$ cat src/rtl/breath_sequencer_pkg.sv
// Shared types and derived constants for the breathing-LED sequencer.
package breath_pkg;

    typedef enum logic [1:0] {
        IDLE      = 2'd0,
        RAMP_UP   = 2'd1,
        RAMP_DOWN = 2'd2
    } state_t;

    localparam logic [1:0] MODE_PINGPONG = 2'd0;
    localparam logic [1:0] MODE_CIRCULAR = 2'd1;
    localparam logic [1:0] MODE_ALL      = 2'd2;

    function automatic logic [31:0] calc_period(input int unsigned clock_frq,
                                                input int unsigned pwm_frq);
        return 32'(clock_frq / pwm_frq);
    endfunction

    function automatic logic [31:0] calc_step(input logic [31:0] period,
                                              input int unsigned steps);
        return period / 32'(steps);
    endfunction

endpackage

$ cat src/rtl/breath_sequencer_if.sv
// Control/status bundle between the sequencer and whoever starts and observes it.
interface breath_sequencer_if #(
    parameter int unsigned LED_NUM = 4
);
    logic               START;
    logic               STOP;
    logic [1:0]         MODE;
    logic [7:0]         REPEAT;
    logic               BUSY;
    logic               DONE;
    logic               PWM_SYNC;
    logic [31:0]        COMPARE_VALUE;
    logic [LED_NUM-1:0] LED_SEL;
    logic [LED_NUM-1:0] LED;

    modport master (
        output START, STOP, MODE, REPEAT,
        input  BUSY, DONE, PWM_SYNC, COMPARE_VALUE, LED_SEL, LED
    );

    modport slave (
        input  START, STOP, MODE, REPEAT,
        output BUSY, DONE, PWM_SYNC, COMPARE_VALUE, LED_SEL, LED
    );
endinterface

$ cat src/rtl/breath_sequencer_pwm_core.sv
// Shared PWM period counter, wrap pulse and registered, channel-gated LED outputs.
module breath_pwm_core #(
    parameter int unsigned LED_NUM    = 4,
    parameter logic [31:0] PWM_PERIOD = 32'd10
) (
    input  logic               CLK,
    input  logic               RST,
    input  logic               run,
    input  logic [31:0]        compare,
    input  logic [LED_NUM-1:0] led_sel,
    output logic               wrap,
    output logic [LED_NUM-1:0] led
);
    logic [31:0] cnt;

    assign wrap = run && (cnt == PWM_PERIOD - 32'd1);

    always_ff @(posedge CLK or posedge RST) begin
        if (RST) begin
            cnt <= '0;
            led <= '0;
        end else begin
            if (!run || wrap)
                cnt <= '0;
            else
                cnt <= cnt + 32'd1;
            // compare == PWM_PERIOD keeps the output on for the whole period
            led <= {LED_NUM{cnt < compare}} & led_sel;
        end
    end
endmodule

$ cat src/rtl/breath_sequencer.sv
// Breath sequencer: ramps one shared PWM compare up and down and rotates it across LED channels.
//   state     | meaning
//   IDLE      | counter held, compare 0, waiting for START
//   RAMP_UP   | compare rises by STEP at each period wrap
//   RAMP_DOWN | compare falls by STEP at each wrap; reaching 0 ends the breath
module breath_sequencer
    import breath_pkg::*;
#(
    parameter int unsigned CLOCK_FRQ = 50000000,
    parameter int unsigned PWM_FRQ   = 1000,
    parameter int unsigned STEPS     = 1000,
    parameter int unsigned LED_NUM   = 4
) (
    input  logic        CLK,
    input  logic        RST,
    breath_sequencer_if.slave bus
);
    localparam logic [31:0] PWM_PERIOD = calc_period(CLOCK_FRQ, PWM_FRQ);
    localparam logic [31:0] STEP       = calc_step(PWM_PERIOD, STEPS);
    localparam int          IDX_W      = $clog2(LED_NUM);
    localparam logic [IDX_W-1:0] IDX_LAST = IDX_W'(LED_NUM - 1);
    localparam logic [IDX_W-1:0] IDX_ONE  = IDX_W'(1);

    state_t             state;
    logic               busy;
    logic               done;
    logic               stop_pending;
    logic               dir;
    logic [1:0]         mode_r;
    logic [7:0]         repeat_r;
    logic [7:0]         breath_cnt;
    logic [IDX_W-1:0]   idx;
    logic [LED_NUM-1:0] led_sel;
    logic [31:0]        compare;

    logic [31:0]        up_nxt;
    logic [31:0]        down_nxt;
    logic [IDX_W-1:0]   idx_nxt;
    logic               dir_nxt;
    logic               stop_now;
    logic               last_breath;
    logic               wrap;
    logic [LED_NUM-1:0] led;

    // Saturating ramp steps; written so neither side can wrap around 32 bits.
    always_comb begin
        up_nxt      = (compare >= PWM_PERIOD - STEP) ? PWM_PERIOD : compare + STEP;
        down_nxt    = (compare <= STEP) ? 32'd0 : compare - STEP;
        stop_now    = stop_pending | (bus.STOP & busy);
        last_breath = stop_now || ((repeat_r != 8'd0) && (breath_cnt + 8'd1 == repeat_r));
    end

    always_comb begin
        idx_nxt = idx;
        dir_nxt = dir;
        case (mode_r)
            MODE_CIRCULAR: idx_nxt = (idx == IDX_LAST) ? '0 : idx + IDX_ONE;
            MODE_ALL:      idx_nxt = idx;
            default: begin
                if (!dir) begin
                    if (idx == IDX_LAST) begin
                        idx_nxt = idx - IDX_ONE;
                        dir_nxt = 1'b1;
                    end else begin
                        idx_nxt = idx + IDX_ONE;
                    end
                end else begin
                    if (idx == '0) begin
                        idx_nxt = idx + IDX_ONE;
                        dir_nxt = 1'b0;
                    end else begin
                        idx_nxt = idx - IDX_ONE;
                    end
                end
            end
        endcase
    end

    always_ff @(posedge CLK or posedge RST) begin
        if (RST) begin
            state        <= IDLE;
            busy         <= 1'b0;
            done         <= 1'b0;
            stop_pending <= 1'b0;
            dir          <= 1'b0;
            mode_r       <= '0;
            repeat_r     <= '0;
            breath_cnt   <= '0;
            idx          <= '0;
            led_sel      <= '0;
            compare      <= '0;
        end else begin
            done <= 1'b0;
            case (state)
                IDLE: begin
                    if (bus.START) begin
                        mode_r       <= (bus.MODE == 2'd3) ? MODE_PINGPONG : bus.MODE;
                        repeat_r     <= bus.REPEAT;
                        breath_cnt   <= '0;
                        idx          <= '0;
                        dir          <= 1'b0;
                        stop_pending <= 1'b0;
                        compare      <= '0;
                        busy         <= 1'b1;
                        led_sel      <= (bus.MODE == MODE_ALL) ? '1 : LED_NUM'(1);
                        state        <= RAMP_UP;
                    end
                end
                RAMP_UP: begin
                    if (bus.STOP)
                        stop_pending <= 1'b1;
                    if (wrap) begin
                        compare <= up_nxt;
                        // a stop turns the ramp around so brightness decays smoothly
                        if (up_nxt == PWM_PERIOD || stop_now)
                            state <= RAMP_DOWN;
                    end
                end
                RAMP_DOWN: begin
                    if (bus.STOP)
                        stop_pending <= 1'b1;
                    if (wrap) begin
                        compare <= down_nxt;
                        if (down_nxt == 32'd0) begin
                            breath_cnt <= breath_cnt + 8'd1;
                            if (last_breath) begin
                                state        <= IDLE;
                                busy         <= 1'b0;
                                done         <= 1'b1;
                                led_sel      <= '0;
                                stop_pending <= 1'b0;
                            end else begin
                                idx     <= idx_nxt;
                                dir     <= dir_nxt;
                                led_sel <= (mode_r == MODE_ALL) ? '1 : (LED_NUM'(1) << idx_nxt);
                                state   <= RAMP_UP;
                            end
                        end
                    end
                end
                default: state <= IDLE;
            endcase
        end
    end

    breath_pwm_core #(
        .LED_NUM    (LED_NUM),
        .PWM_PERIOD (PWM_PERIOD)
    ) u_pwm (
        .CLK     (CLK),
        .RST     (RST),
        .run     (state != IDLE),
        .compare (compare),
        .led_sel (led_sel),
        .wrap    (wrap),
        .led     (led)
    );

    assign bus.BUSY          = busy;
    assign bus.DONE          = done;
    assign bus.PWM_SYNC      = wrap;
    assign bus.COMPARE_VALUE = compare;
    assign bus.LED_SEL       = led_sel;
    assign bus.LED           = led;
endmodule

$ cat src/flat_wrapper.sv
// flat-port wrapper written by rule: the top's interface ports become plain ports
module breath_sequencer_flat import breath_pkg::*;
#(
    parameter int unsigned CLOCK_FRQ = 50000000,
    parameter int unsigned PWM_FRQ   = 1000,
    parameter int unsigned STEPS     = 1000,
    parameter int unsigned LED_NUM   = 4
)
  (CLK, RST, bus_START, bus_STOP, bus_MODE, bus_REPEAT, bus_BUSY, bus_DONE, bus_PWM_SYNC, bus_COMPARE_VALUE, bus_LED_SEL, bus_LED);
  breath_sequencer_if #(.LED_NUM(LED_NUM)) bus_i ();
  input  logic CLK;
  input  logic RST;
  input wire logic [$bits(bus_i.START)-1:0] bus_START;
  input wire logic [$bits(bus_i.STOP)-1:0] bus_STOP;
  input wire logic [$bits(bus_i.MODE)-1:0] bus_MODE;
  input wire logic [$bits(bus_i.REPEAT)-1:0] bus_REPEAT;
  output wire logic [$bits(bus_i.BUSY)-1:0] bus_BUSY;
  output wire logic [$bits(bus_i.DONE)-1:0] bus_DONE;
  output wire logic [$bits(bus_i.PWM_SYNC)-1:0] bus_PWM_SYNC;
  output wire logic [$bits(bus_i.COMPARE_VALUE)-1:0] bus_COMPARE_VALUE;
  output wire logic [$bits(bus_i.LED_SEL)-1:0] bus_LED_SEL;
  output wire logic [$bits(bus_i.LED)-1:0] bus_LED;
  assign bus_i.START = bus_START;
  assign bus_i.STOP = bus_STOP;
  assign bus_i.MODE = bus_MODE;
  assign bus_i.REPEAT = bus_REPEAT;
  assign bus_BUSY = bus_i.BUSY;
  assign bus_DONE = bus_i.DONE;
  assign bus_PWM_SYNC = bus_i.PWM_SYNC;
  assign bus_COMPARE_VALUE = bus_i.COMPARE_VALUE;
  assign bus_LED_SEL = bus_i.LED_SEL;
  assign bus_LED = bus_i.LED;
  breath_sequencer #(.CLOCK_FRQ(CLOCK_FRQ), .PWM_FRQ(PWM_FRQ), .STEPS(STEPS), .LED_NUM(LED_NUM)) u_core (.CLK(CLK), .RST(RST), .bus(bus_i));
endmodule
$ cat config.mk
export PLATFORM = sky130hd
export DESIGN_NAME = breath_sequencer_flat
export DESIGN_NICKNAME = d
export VERILOG_FILES = /design/src/rtl/breath_sequencer_pkg.sv /design/src/rtl/breath_sequencer_if.sv /design/src/rtl/breath_sequencer_pwm_core.sv /design/src/rtl/breath_sequencer.sv /design/src/flat_wrapper.sv
export SDC_FILE = /design/constraint.sdc
export NUM_CORES = 1
export LEC_CHECK = 0
export CAP_MARGIN = 20
export CORE_ASPECT_RATIO = 0.9
export CORE_MARGIN = 3
export CORE_UTILIZATION = 38
export CTS_BUF_LIST = sky130_fd_sc_hd__clkbuf_8
export DETAILED_ROUTE_END_ITERATION = 8
export GPL_ROUTABILITY_DRIVEN = 0
export GPL_TIMING_DRIVEN = 0
export MAX_ROUTING_LAYER = met4
export PLACE_DENSITY_LB_ADDON = 0.3
export SLEW_MARGIN = 20
export SYNTH_ARGS = -nofsm -noshare
export SYNTH_HDL_FRONTEND = slang
export SYNTH_SLANG_ARGS = --single-unit
$ cat constraint.sdc
create_clock -name CLK -period 7.9 [get_ports CLK]
set_clock_uncertainty 0.05 [all_clocks]
set_input_delay 0.79 -clock CLK [delete_from_list [all_inputs] [get_ports CLK]]
set_output_delay 0.79 -clock CLK [all_outputs]
set_load 0.03 [all_outputs]
==> results.md, run 1 <==
* Core area at 0.0185 mm2
* Worst VDD drop at 0.184 mV
* Netlist cell types at 80
* Critical path arrival at 4.58 ns
* Maxcap violations at 0
* Die Ht at 136 um
* Cell count along the critical path at 11
* First-pass GRT wire length at 34.8 mm
* Via count at 6946
* First DRT Iteration DRCs at 582
* CP Buf/Inv Count at 2
* Ys flop type: dfrtp_1
* Crit path required time at 8.14 ns
* Cell area after synthesis at 0.00719 mm2
* Type of origin of the critical path: flop
* Yosys reg bits at 98
* Slew HR at 33.6%
* HPWL after DPL at 16.7 mm
* Die area at 0.0206 mm2
* Share of cells above drive strength 1 at 5.57%
* Clock-pin slew on the worst setup and hold paths at 0.12 ns
* Die width at 151 um
* Synth area leader: dfrtp_1
* Critical Path Slowest Stage Cell: or4b_2
* Detail Route Antenna Nets at 0
* Sink Count at 98
* Starting Density at 38.9%
* M1 GR Usage at 31.2%
* Syn. warnings at 0
* Dpl ws at 3.68 ns
* Final slew viol count at 0
* Yosys top cell area share at 34.1%
* Initial antenna violation count at 0
* Synth area leaders: dfrtp_1 34%, ha_1 8.0%, xnor2_1 4.3%, nor2_1 4.0%, o21ai_0 3.6%
* H-Tree Depth at 3
* Cells after Synth at 843
* Placement Rows at 47
* GR Util met2 at 31.9%
* Met3 usage in global routing at 3.68%
* Largest net degree at the start of global routing at 63
* F_max at 0.230 GHz
* GR peak layer: met2
* Worst R2R Setup Slack at 3.55 ns
* CTS buffer count at 9
* R2r worst-path depth at 11
* GRT Residual Overflow at 0
* Ports at 57
* Area Growth Syn to Fin at 15.2%
* CP Cell Sequence: clkbuf_1 -> inv_1 -> ha_1 -> or4b_2 -> nor3_1 -> o2111ai_1 -> or4_1 -> nor4_2 -> a21oi_1 -> a211oi_4 -> mux2_2
* Synth Net Count at 903
* Vias in the first global route at 6460
* Power Dens Cells at 449 mW/mm2
* Worst setup EP type: flop
* Drt total wl at 21.9 mm
* Async SR Flop Fraction at 100%
* Post-route DRC at 0
* Worst skew pair latency at 0.41 ns
* Number of enable-type register cells in the synthesized netlist at 0
* Clock buffer depth at 2
* Setup_tns at 0 ns
* Crit path time final at 4.35 ns
* CTS resizes at 0
* Hold path cells at 1
* Crit-path leading delay family: simple AND/OR/NAND/NOR gates
* Slowest stage delay, CP at 0.60 ns
* WS Path Type: flop to flop
* HP Class: flop to flop
* Crit path max fanout at 10
* Detail-routed via count per cell at 5.98
* Setup Buffers After CTS at 0
* Setup violations, final at 0
* FF-to-FF Start: u_core.bus.COMPARE_VALUE[1]
* Outcome: finished, final reports clean
* Final Hold Vio Count at 0
* RSZ-0062 raised after global routing: false
* Hold path start: u_core.breath_cnt[7]
* Leakage power at 3.43 nW
* Worst slew pin tran at 0.981 ns
* WHS Endpoint: u_core.breath_cnt[7]
* # port buffers at 56
* Drt first pass iters at 6
* Hold Buf Count CTS at 0
* CTS Root Cell: clkbuf_8
* NumNets Final at 971
* Reg2reg end: u_core.bus.LED_SEL[1]
* Tcrit/Tclk final at 55.1%
* GRT Util Overall at 22.1%
* Antenna cells at 0
* Final worst slack at 3.55 ns
* CTS tree: yes
* Wire per inst at 18.9 um
* Seq/Total Area, Yosys at 34.1%
* Avg Cell Area, Syn at 8.53 um2
* Hold_ws at 0.445 ns
## layout by cell type, fill, tap and decap left out, types with 9 or more instances in the layout
master and count:
ha_1 46, xnor2_1 35, o22ai_1 14, clkdlybuf4s50_1 56
nand4_1 19, nand3_1 37, a21o_1 16, mux2i_1 10
nand2_1 61, a21oi_1 46, xor2_1 16, a211oi_1 9
o21ai_0 52, dfrtp_1 98, clkbuf_8 9, nor3_1 30
nor4_1 17, clkbuf_1 29, inv_1 52, mux2_2 12
and3_1 13, a31oi_1 14, or3_1 10, nor2_1 76
## power breakdown
group	switching, mW	internal [mW]
combinational	1.73	0.901
sequential	0.141	0.611
clock	0.214	0.124
total	2.08	1.64
## flip-flops by register name, summed over array words and instances (netlist names)
register	cells
u_core.stop_pending	1
u_core.bus.LED_SEL	4
u_core.u_pwm.cnt	32
u_core.u_pwm.led	4
u_core.breath_cnt	8
u_core.mode_r	2
u_core.repeat_r	8
u_core.state	2
u_core.dir	1
u_core.bus.BUSY	1
u_core.idx	2
u_core.bus.DONE	1
u_core.bus.COMPARE_VALUE	32
## through the flow
step / instance area, um2 / power (mW) / utilization (%) / instances
2_1_floorplan: 7190 / 2.53 / - / 843
4_1_cts: 8280 / 3.65 / 44.9 / 1161
3_3_place_gp: 8060 / 3.29 / 43.6 / 1144
3_5_place_dp: 8090 / 3.31 / 43.8 / 1145
6_report: 8280 / 3.72 / 44.9 / 1161
5_1_grt: 8280 / 3.96 / 44.9 / 1161
## worst register-to-register path, cell delays in order, from the launching register on
cell and delay [ns]:
dfrtp_1 0.43, clkbuf_1 0.35, inv_1 0.26, ha_1 0.45, or4b_2 0.60, nor3_1 0.16, o2111ai_1 0.13, or4_1 0.48
nor4_2 0.23, a21oi_1 0.19, a211oi_4 0.51, mux2_2 0.40
## Yosys cell counts, drive strengths merged (3+ instances only)
cell type  number
a211o           3
a211oi         10
a21o           16
a21oi          46
a22oi           3
a311oi          4
a31oi          15
and2            8
and3           13
and4            6
buf             6
clkbuf         29
dfrtp          98
ha             46
inv            53
mux2           14
mux2i          10
nand2          61
nand2b          5
nand3          38
nand4          19
nor2           77
nor2b           4
nor3           30
nor3b           6
nor4           20
nor4b           4
o211ai          8
o21ai          54
o221ai          3
o22ai          14
o311ai          5
o31ai           6
o41ai           5
or3            10
or4             7
xnor2          35
xor2           16
## worst max-delay path by stage
stage | from | to | slack (ns)
2_1_floorplan | u_core.bus.COMPARE_VALUE[1] | u_core.bus.LED_SEL[1] | 4.15
3_3_place_gp | RST | u_core.bus.COMPARE_VALUE[3] | 2.87
3_5_place_dp | u_core.bus.COMPARE_VALUE[1] | u_core.bus.LED_SEL[1] | 3.68
4_1_cts | u_core.u_pwm.cnt[11] | bus_PWM_SYNC | 3.63
5_1_grt | u_core.bus.COMPARE_VALUE[1] | u_core.bus.LED_SEL[1] | 3.41
6_report | u_core.bus.COMPARE_VALUE[1] | u_core.bus.LED_SEL[1] | 3.55
## cell families after synthesis
logic type	Yosys count	share of synthesized area, %
AND/OR/NAND/NOR	314	22.7
AO/OA/AOI/OAI	221	20.5
flip-flops	98	34.1
buffers and inverters	89	4.79
XOR/XNOR	51	6.21
adder cells (fa/ha/maj)	46	8.01
multiplexers	24	3.64
## routing by layer
layer	wire (um)	vias up
li1	-	3263
met1	10100	3308
met2	9550	313
met3	1570	62
met4	741	0
met5	0	-
## final cells by class
class / count / area, um2
buffer: 35 / 141
inverter: 54 / 208
timing repair buffer: 57 / 588
tap: 245 / 307
fill: 1834 / 10200
sequential: 98 / 2450
clock buffer: 9 / 124
multi-input combinational: 656 / 4390
clock inverter: 7 / 68.8
Note: power is estimated with default switching activity, not from simulation.
==> inputs of run 2 (changes only) <==
==> constraint.sdc (replaced) <==
create_clock -name CLK -period 4.2 [get_ports CLK]
set_clock_uncertainty 0.05 [all_clocks]
set_input_delay 0.42 -clock CLK [delete_from_list [all_inputs] [get_ports CLK]]
set_output_delay 0.42 -clock CLK [all_outputs]
set_load 0.03 [all_outputs]
==> run 2 against run 1 <==
The run now ends with DRC left. Global-route usage stayed put. Clock power grew 87%. Clock-buffer cell count unchanged. Cell count increased by 0.17%. Utilization is 0.18 points higher. Via count fell by 0.52%. Worst hold slack got worse by 0.12 ns. Critical endpoint unchanged.
==> results.md, run 2 (synthesis results as in run 1) <==
* Worst skew pair latency at 0.40 ns (about the same)
* Fin util at 45.0% (+0.18 points)
* Crit path required time at 4.43 ns (-3.71 ns)
* Placed insts at 1145 (unchanged)
* Final slew viol count at 0 (unchanged)
* Worst slew pin tran at 0.856 ns (-0.124 ns)
* CTS buffer count at 9 (unchanged)
* Via count at 6910 (-0.52%)
* Ports at 57 (unchanged)
* GRT Residual Overflow at 0 (unchanged)
* Drt total wl at 21.9 mm (about the same)
* CP Cell Sequence: clkbuf_1 -> inv_1 -> ha_1 -> or4b_2 -> nor3_1 -> o2111ai_1 -> or4_1 -> nor4_2 -> a21oi_1 -> a211oi_4 -> buf_4 -> mux2_2
* H-Tree Depth at 3 (unchanged)
* Detail Route Antenna Nets at 0 (unchanged)
* Final Hold Vio Count at 0 (unchanged)
* First-pass GRT wire length at 34.8 mm (unchanged)
* Wire per inst at 18.9 um (-0.19%)
* NumNets Final at 973 (+0.21%)
* WS Path Type: flop to flop
* Clock buffer depth at 2 (unchanged)
* Outcome: finished, violations left
* Drt first pass iters at 7 (+1)
* Critical path arrival at 4.31 ns (-0.27 ns)
* Violated checks: DRC
* Largest net degree at the start of global routing at 63 (unchanged)
* # port buffers at 56 (unchanged)
* Setup violations, final at 0 (unchanged)
* Initial antenna violation count at 0 (unchanged)
* Core area at 0.0185 mm2 (unchanged)
* Clock-pin slew on the worst setup and hold paths at 0.11 ns (about the same)
* HPWL after DPL at 16.7 mm (unchanged)
* RSZ-0062 raised after global routing: true
* FF-to-FF Start: u_core.bus.COMPARE_VALUE[2]
* Detail-routed via count per cell at 5.94 (-0.69%)
* HP Class: primary input to async pin
* Reg2reg end: u_core.bus.LED_SEL[1]
* F_max at 0.245 GHz (+6.7%)
* GRT Util Overall at 22.1% (unchanged)
* Most frequent cells in the layout: 98 x dfrtp_1, 75 x nor2_1, 61 x nand2_1
* Tcrit/Tclk final at 97.0% (+42 points)
* R2r worst-path depth at 12 (+1)
* Die Ht at 136 um (unchanged)
* Post-route DRC at 1 (+1)
* Power Dens Cells at 848 mW/mm2 (+89%)
* Crit path max fanout at 10 (unchanged)
* Fillers at 1828 (-0.33%)
* Crit-path leading delay family: simple AND/OR/NAND/NOR gates
* Commonest non-fill, non-tap cell in the layout: dfrtp_1
* Antenna cells at 0 (unchanged)
* Critical Path Slowest Stage Cell: or4b_2
* Starting Density at 38.9% (unchanged)
* Final Non-Filler Cells at 1163 (+0.17%)
* Crit path time final at 4.08 ns (-0.274 ns)
* Leakage power at 3.45 nW (+0.76%)
* Worst setup EP type: flop
* CP Buf/Inv Count at 3 (+1)
* Type of origin of the critical path: flop
* Maxcap violations at 0 (unchanged)
* CTS tree: yes
* Die area at 0.0206 mm2 (unchanged)
* Slowest stage delay, CP at 0.60 ns (about the same)
* Slew HR at 42.6% (+9.0 points)
* Placement Rows at 47 (unchanged)
* Worst R2R Setup Slack at 0.12 ns (-3.43 ns)
* Die width at 151 um (unchanged)
* Sink Count at 98 (unchanged)
* Worst VDD drop at 0.358 mV (+94%)
* First DRT Iteration DRCs at 532 (-8.6%)
* Cell count along the critical path at 12 (+1)
* Share of cells above drive strength 1 at 6.10% (+0.53 points)
* Vias in the first global route at 6460 (unchanged)
* Area Growth Syn to Fin at 15.6%
* CTS Root Cell: clkbuf_8
run 2: timing repair:
item	CTS	global route
setup endpoints to repair	3	11
pin swaps	1	1
hold buffers	0	0
setup buffers	0	2
gates resized for setup	0	6
gates cloned	0	0
run 2: power by group:
group	internal (mW)	switching [mW]
Combinational	1.73	3.28
Clock	0.233	0.399
Sequential	1.15	0.264
Total	3.11	3.94
run 2: how the worst max path moves through the flow:
stage                                 from                           to
4_1_cts        u_core.bus.COMPARE_VALUE[1]        u_core.bus.LED_SEL[1]
3_5_place_dp   u_core.bus.COMPARE_VALUE[1]        u_core.bus.LED_SEL[1]
5_1_grt        u_core.bus.COMPARE_VALUE[2]                u_core.idx[0]
3_3_place_gp                           RST  u_core.bus.COMPARE_VALUE[3]
2_1_floorplan  u_core.bus.COMPARE_VALUE[1]        u_core.bus.LED_SEL[1]
6_report       u_core.bus.COMPARE_VALUE[2]        u_core.bus.LED_SEL[1]
run 2: layout make-up:
type | count | area, um2 | share of cell area (%)
flip-flops and latches | 98 | 2450 | 29.5
multi-input cells | 656 | 4410 | 53.0
inverters | 54 | 208 | 2.50
plain buffers | 35 | 143 | 1.72
well taps | 245 | 307 | 3.69
clock inverters | 7 | 68.8 | 0.828
repair buffers | 59 | 603 | 7.25
clock buffers | 9 | 124 | 1.49
run 2: routing by layer:
metal | share of wire (%) | global-route usage (%)
met5 | 0 | -
met3 | 6.9 | 3.68
met2 | 44 | 31.9
met1 | 46 | 31.2
met4 | 3.3 | 8.51
run 2: metrics by stage:
stage / TNS, ns / cell area (um2) / hold WS, ns / setup slack (ns) / power, mW
detailed placement: -0.0264 / 8090 / 0.437 / -0.0160 / 6.22
CTS: 0 / 8280 / 0.317 / 0.00538 / 6.87
global route: -0.0597 / 8310 / 0.338 / -0.0297 / 7.50
finish: 0 / 8310 / 0.328 / 0.125 / 7.05
floorplan: 0 / 7190 / 0.388 / 0.449 / 4.76
global placement: -44.57 / 8060 / 0.433 / -0.461 / 6.19
==> RTL change 1, RTL diff (settings of run 2) <==
Re-encode `state_t` (3 states) as one-hot, 3 bits wide.
--- a/src/rtl/breath_sequencer_pkg.sv
+++ b/src/rtl/breath_sequencer_pkg.sv
@@ -1,10 +1,10 @@
 // Shared types and derived constants for the breathing-LED sequencer.
 package breath_pkg;
 
-    typedef enum logic [1:0] {
-        IDLE      = 2'd0,
-        RAMP_UP   = 2'd1,
-        RAMP_DOWN = 2'd2
+    typedef enum logic [2:0] {
+        IDLE      = 3'b001,
+        RAMP_UP   = 3'b010,
+        RAMP_DOWN = 3'b100
     } state_t;
 
     localparam logic [1:0] MODE_PINGPONG = 2'd0;
Check against the original RTL: no difference found for any inputs over 10 cycles, from zero or initial values and one cycle with RST high; not proved beyond that.
==> RTL change 1 against run 2 <==
Sequential cell count rose by 1. Setup slack improved by 0.046 ns. Area after synthesis rose by 0.26%. Cell count rose by 2.1%. Wire length rose by 3.2%. Design area rose by 0.83%. Critical endpoint is now u_core.dir. Largest cell class unchanged. Highest routed layer unchanged.
Power is left out: it rests on default switching activity, and per cell area and clock period it moved more than threefold.
==> RTL change 1: results (changes against run 2) <==
Setup path
  – CP arrival: 4.26 ns (-0.05 ns)
  – Setup slack, reg-to-reg: 0.17 ns (+0.05 ns)
  – Worst path slowest cell: or4b_2
  – Register-to-Register Path Depth: 11 (-1)
  – Reg2reg end: u_core.dir

Drt
  – Final wirelength: 22600 microns (+3.2%)
  – Iteration count of the initial detailed-routing pass: 6 (-1)
  – Via-to-Cell Ratio: 5.97 (+0.42%)

Final layout
  – Layout cells sized above 1: 6.26% (+0.16 points)
  – Nets@finish: 992 (+2.0%)
  – Fill count: 1860 (+1.8%)

GRT
  – Vias in the first global route: 6608 (+2.3%)
  – Total GRT Usage: 23.1% (+0.98 points)
  – Largest net degree at the start of global routing: 53 (-16%)
  – First-pass GRT wire length: 36400 microns (+4.8%)

Timing
  – Least-Margin Pin Slew: 1.07 ns (+0.210 ns)

Yosys
  – Netlist cell types: 75 (-6.3%)
  – Synth cell count leaders: 99 x nand2_1, 98 x dfrtp_1, 67 x nor2_1
  – Synth area leaders: dfrtp_1 34%, ha_1 7.1%, nand2_1 5.2%
  – Net Count, Synth: 923 (+2.2%)
  – Sequential area share after synthesis: 34.4% (+0.28 points)

Placement
  – Area after DPL: 8120 sq um (+0.39%)
  – IO Port Bufs: 56 (unchanged)
  – DP HPWL: 16900 microns (+1.5%)

Clock tree
  – Longest Clk Path Bufs: 2 (unchanged)
  – TritonCTS Buffers: 9 (unchanged)

Outcome
  – Status: complete, no violations
==> RTL change 1: cell families (layout without fill, tap and decap cells) <==
kind of cell             count (synthesis)  after routing  share of synthesized area [%]
AND/OR/NAND/NOR                        364            364                           26.1
AO/OA/AOI/OAI                          219            219                           19.9
flip-flops                              99             99                           34.4
buffers and inverters                   86            160                           4.72
XOR/XNOR                                43             43                           5.42
adder cells (fa/ha/maj)                 41             41                           7.12
multiplexers                            16             16                           2.34
==> RTL change 1: area by class of cell <==
cell class / instances / area, sq um / share of cell area, %
plain buffers: 41 / 173 / 2.06
multi-input cells: 683 / 4450 / 53.1
well taps: 245 / 307 / 3.66
repair buffers: 58 / 596 / 7.10
clock inverters: 7 / 83.8 / 1.00
clock buffers: 9 / 124 / 1.48
flip-flops and latches: 99 / 2480 / 29.6
inverters: 45 / 174 / 2.07
==> RTL change 1: per-layer routing <==
layer / wire (microns) / vias to the layer above / GRT usage (%) / part of all wire [%]
met5: 0 / - / - / 0
met4: 618 / 0 / 8.01 / 2.7
met3: 1890 / 38 / 4.07 / 8.4
met2: 9920 / 320 / 33.1 / 44
met1: 10200 / 3383 / 32.9 / 45
li1: - / 3341 / - / -
==> RTL change 1: worst register-to-register path, cell delays in order, from the launching register on <==
cell and delay, ns:
dfrtp_1 0.38, clkbuf_1 0.35, inv_1 0.18, ha_1 0.40, or4b_2 0.60, nor4_1 0.23
nand4_1 0.17, a2111oi_2 0.27, nand4_1 0.13, o31a_1 0.34, or4_1 0.54, a32o_1 0.27
==> RTL change 1: how the worst max path moves through the flow <==
stage                                      from  slack [ns]                           to
finish              u_core.bus.COMPARE_VALUE[2]        0.17                   u_core.dir
global route        u_core.bus.COMPARE_VALUE[2]       -0.05        u_core.bus.LED_SEL[0]
CTS                 u_core.bus.COMPARE_VALUE[2]        0.06                u_core.idx[1]
detailed placement  u_core.bus.COMPARE_VALUE[2]       -0.13        u_core.bus.LED_SEL[0]
global placement                            RST       -0.62  u_core.bus.COMPARE_VALUE[8]
floorplan           u_core.bus.COMPARE_VALUE[2]        0.52                   u_core.dir
==> RTL change 1: what timing repair did <==
item	4_1_cts	5_1_grt
endpoints found under the hold margin	0	0
setup endpoints to repair	8	35
gates resized for setup	2	7
==> RTL change 1: metrics by stage <==
stage                     hold WS (ns)  worst slack [ns]  utilization [%]
final                            0.368             0.171             45.3
after CTS                        0.391            0.0555             45.0
after floorplan                  0.415             0.520                -
after detailed placement         0.444            -0.133             43.8
after global routing             0.408           -0.0546             45.3
after global placement           0.441            -0.617             43.6
==> RTL change 2, RTL diff (config.mk and constraints of run 2) <==
Made on the original files. `LED_NUM` is set to 4 in 4 places; all go to 8.
--- a/src/rtl/breath_sequencer_if.sv
+++ b/src/rtl/breath_sequencer_if.sv
@@ -1,6 +1,6 @@
 // Control/status bundle between the sequencer and whoever starts and observes it.
 interface breath_sequencer_if #(
-    parameter int unsigned LED_NUM = 4
+    parameter int unsigned LED_NUM = 8
 );
     logic               START;
     logic               STOP;
--- a/src/rtl/breath_sequencer_pwm_core.sv
+++ b/src/rtl/breath_sequencer_pwm_core.sv
@@ -1,6 +1,6 @@
 // Shared PWM period counter, wrap pulse and registered, channel-gated LED outputs.
 module breath_pwm_core #(
-    parameter int unsigned LED_NUM    = 4,
+    parameter int unsigned LED_NUM    = 8,
     parameter logic [31:0] PWM_PERIOD = 32'd10
 ) (
     input  logic               CLK,
--- a/src/rtl/breath_sequencer.sv
+++ b/src/rtl/breath_sequencer.sv
@@ -9,7 +9,7 @@
     parameter int unsigned CLOCK_FRQ = 50000000,
     parameter int unsigned PWM_FRQ   = 1000,
     parameter int unsigned STEPS     = 1000,
-    parameter int unsigned LED_NUM   = 4
+    parameter int unsigned LED_NUM   = 8
 ) (
     input  logic        CLK,
     input  logic        RST,
--- a/src/flat_wrapper.sv
+++ b/src/flat_wrapper.sv
@@ -4,7 +4,7 @@
     parameter int unsigned CLOCK_FRQ = 50000000,
     parameter int unsigned PWM_FRQ   = 1000,
     parameter int unsigned STEPS     = 1000,
-    parameter int unsigned LED_NUM   = 4
+    parameter int unsigned LED_NUM   = 8
 )
   (CLK, RST, bus_START, bus_STOP, bus_MODE, bus_REPEAT, bus_BUSY, bus_DONE, bus_PWM_SYNC, bus_COMPARE_VALUE, bus_LED_SEL, bus_LED);
   breath_sequencer_if #(.LED_NUM(LED_NUM)) bus_i ();
Interface: changed (resized bus_LED and bus_LED_SEL); port bits go from 57 to 65. No check against the original RTL was run, so the function may have changed too.
==> RTL change 2 against run 2 <==
Sequential cell count grew 9. Wire length increased by 1.4%. Design area is 6.2% higher. Core utilization grew 0.47 points. Maximum frequency down 1.4%. Area after synthesis is 5.7% higher. Setup slack got worse by 0.059 ns.
Power is left out: it rests on default switching activity, and per cell area and clock period it moved more than threefold.
==> RTL change 2: results (changes against run 2) <==
Clock tree
  – Root buffer cell: clkbuf_8
  – Clk slew on worst S/H paths: 0.13 ns (+0.02 ns)
  – Longest Clk Path Bufs: 2 (unchanged)
  – Worst skew pair latency: 0.41 ns
  – TritonCTS Buffers: 9 (unchanged)
  – H-tree depth: 3 (unchanged)

GRT
  – Largest net degree at the start of global routing: 61 (-3.2%)
  – Vias in the first global route: 6579 (+1.8%)
  – Total GRT Usage: 20.9% (-1.2 points)
  – Initial antenna violation count: 1 (+1)
  – First-pass GRT wire length: 35600 microns (+2.5%)

Yosys
  – Post-synth EDFFs: 0 (unchanged)
  – Top FF cell, synth: dfrtp_1
  – Synth area leaders: dfrtp_1 35%, ha_1 7.7%, o21ai_0 4.2%
  – Synth cell count leaders: 107 x dfrtp_1, 83 x nor2_1, 64 x o21ai_0
  – Synth async-reset ratio: 100% (unchanged)
  – Syn_area_per_cell: 8.63 sq um (+1.1%)
  – Net Count, Synth: 942 (+4.3%)
  – Sequential area share after synthesis: 35.2% (+1.1 points)
  – Synth warn: 0 (unchanged)
  – Netlist cell types: 74 (-7.5%)

Timing
  – Slew Limit Fails: 0 (unchanged)
  – Relative slew slack: 41.3% (-1.3 points)

Final layout
  – Fin cells: 1213 (+4.3%)
  – FF/Latch Area: 2680 sq um (+9.2%)
  – Layout cells sized above 1: 6.44% (+0.34 points)
  – Fill count: 1889 (+3.3%)
  – Nets@finish: 1018 (+4.6%)

Placement
  – DP HPWL: 16700 microns (+0.12%)
  – Pre-CTS setup slack: -0.0865 ns (-0.0705 ns)
  – Area after DPL: 8590 sq um (+6.2%)
  – IO Port Bufs: 64 (+14%)

Setup path
  – CP arrival: 4.37 ns (+0.06 ns)
  – CP Max Fanout: 10 (unchanged)

Outcome
  – Status: complete, no violations

Min path
  – Min-Delay Path Class: primary input to asynchronous set/reset pin

Drt
  – Vias: 7142 (+3.4%)
  – Final wirelength: 22200 microns (+1.4%)
  – Iteration count of the initial detailed-routing pass: 8 (+1)
  – DR iter-0 viols: 829 (+56%)
-- RTL change 2: changes by cell type in the layout (fill, tap and decap cells not counted), moves of 8 or more --
cell             change
o21ai_0             +13
nand2_1             -10
nor3_1               -9
clkbuf_1             +8
clkdlybuf4s50_1      +8
dfrtp_1              +8
nor2_1               +8
xor2_1               +8
-- RTL change 2: routing by layer --
metal / wire length, microns / share of wire (%) / track usage, %
met5: 0 / 0 / -
met3: 2000 / 9.0 / 4.51
met1: 10300 / 46 / 29.8
met4: 616 / 2.8 / 6.55
met2: 9370 / 42 / 29.7
-- RTL change 2: what timing repair did --
item                                    4_1_cts  5_1_grt
resized for setup                             1        5
buffers inserted                              0        1
endpoints found under the setup margin        4       17
pin swaps                                     1        1
-- RTL change 2: cells by family after synthesis --
logic type               after synthesis  share of synthesized area, %
AO/OA/AOI/OAI                        232                          20.6
XOR/XNOR                              55                          6.34
adder cells (fa/ha/maj)               47                          7.74
buffers and inverters                 94                          4.91
flip-flops                           107                          35.2
multiplexers                          21                          3.16
AND/OR/NAND/NOR                      325                          22.0
-- RTL change 2: final cells by class --
| class | instances | area share, % |
|---|---|---|
| sequential | 107 | 30.4 |
| tap | 250 | 3.54 |
| clock buffer | 9 | 1.40 |
| multi-input combinational | 680 | 51.8 |
| buffer | 43 | 2.06 |
| clock inverter | 7 | 0.978 |
| inverter | 49 | 2.14 |
| timing repair buffer | 67 | 7.71 |
| antenna | 1 | 0.0284 |
-- RTL change 2: worst paths after layout --
kind / from / end / slack [ns] / cells past startpoint
setup / recovery: u_core.bus.COMPARE_VALUE[6] / u_core.bus.LED_SEL[1] / 0.07 / 12
hold / removal: RST / u_core.u_pwm.cnt[24] / 0.38 / 2
setup reg to reg: u_core.bus.COMPARE_VALUE[6] / u_core.bus.LED_SEL[1] / 0.07 / 12
hold reg to reg: u_core.bus.LED_SEL[3] / u_core.u_pwm.led[3] / 0.46 / 1
max in group asynchronous: RST / u_core.u_pwm.led[7] / 3.07 / 3
min in group CLK: u_core.bus.LED_SEL[3] / u_core.u_pwm.led[3] / 0.46 / 1
-- RTL change 2: worst max-delay path, cell delays in order (launching register included) --
cell and delay [ns]:
dfrtp_1 0.47, clkbuf_1 0.26, nor4_1 0.75, nand4_1 0.31, or4_1 0.54, a211o_1 0.31
o41ai_2 0.09, a41oi_2 0.26, nand2b_4 0.23, and2_4 0.16, buf_6 0.13, buf_6 0.15
mux2_4 0.29
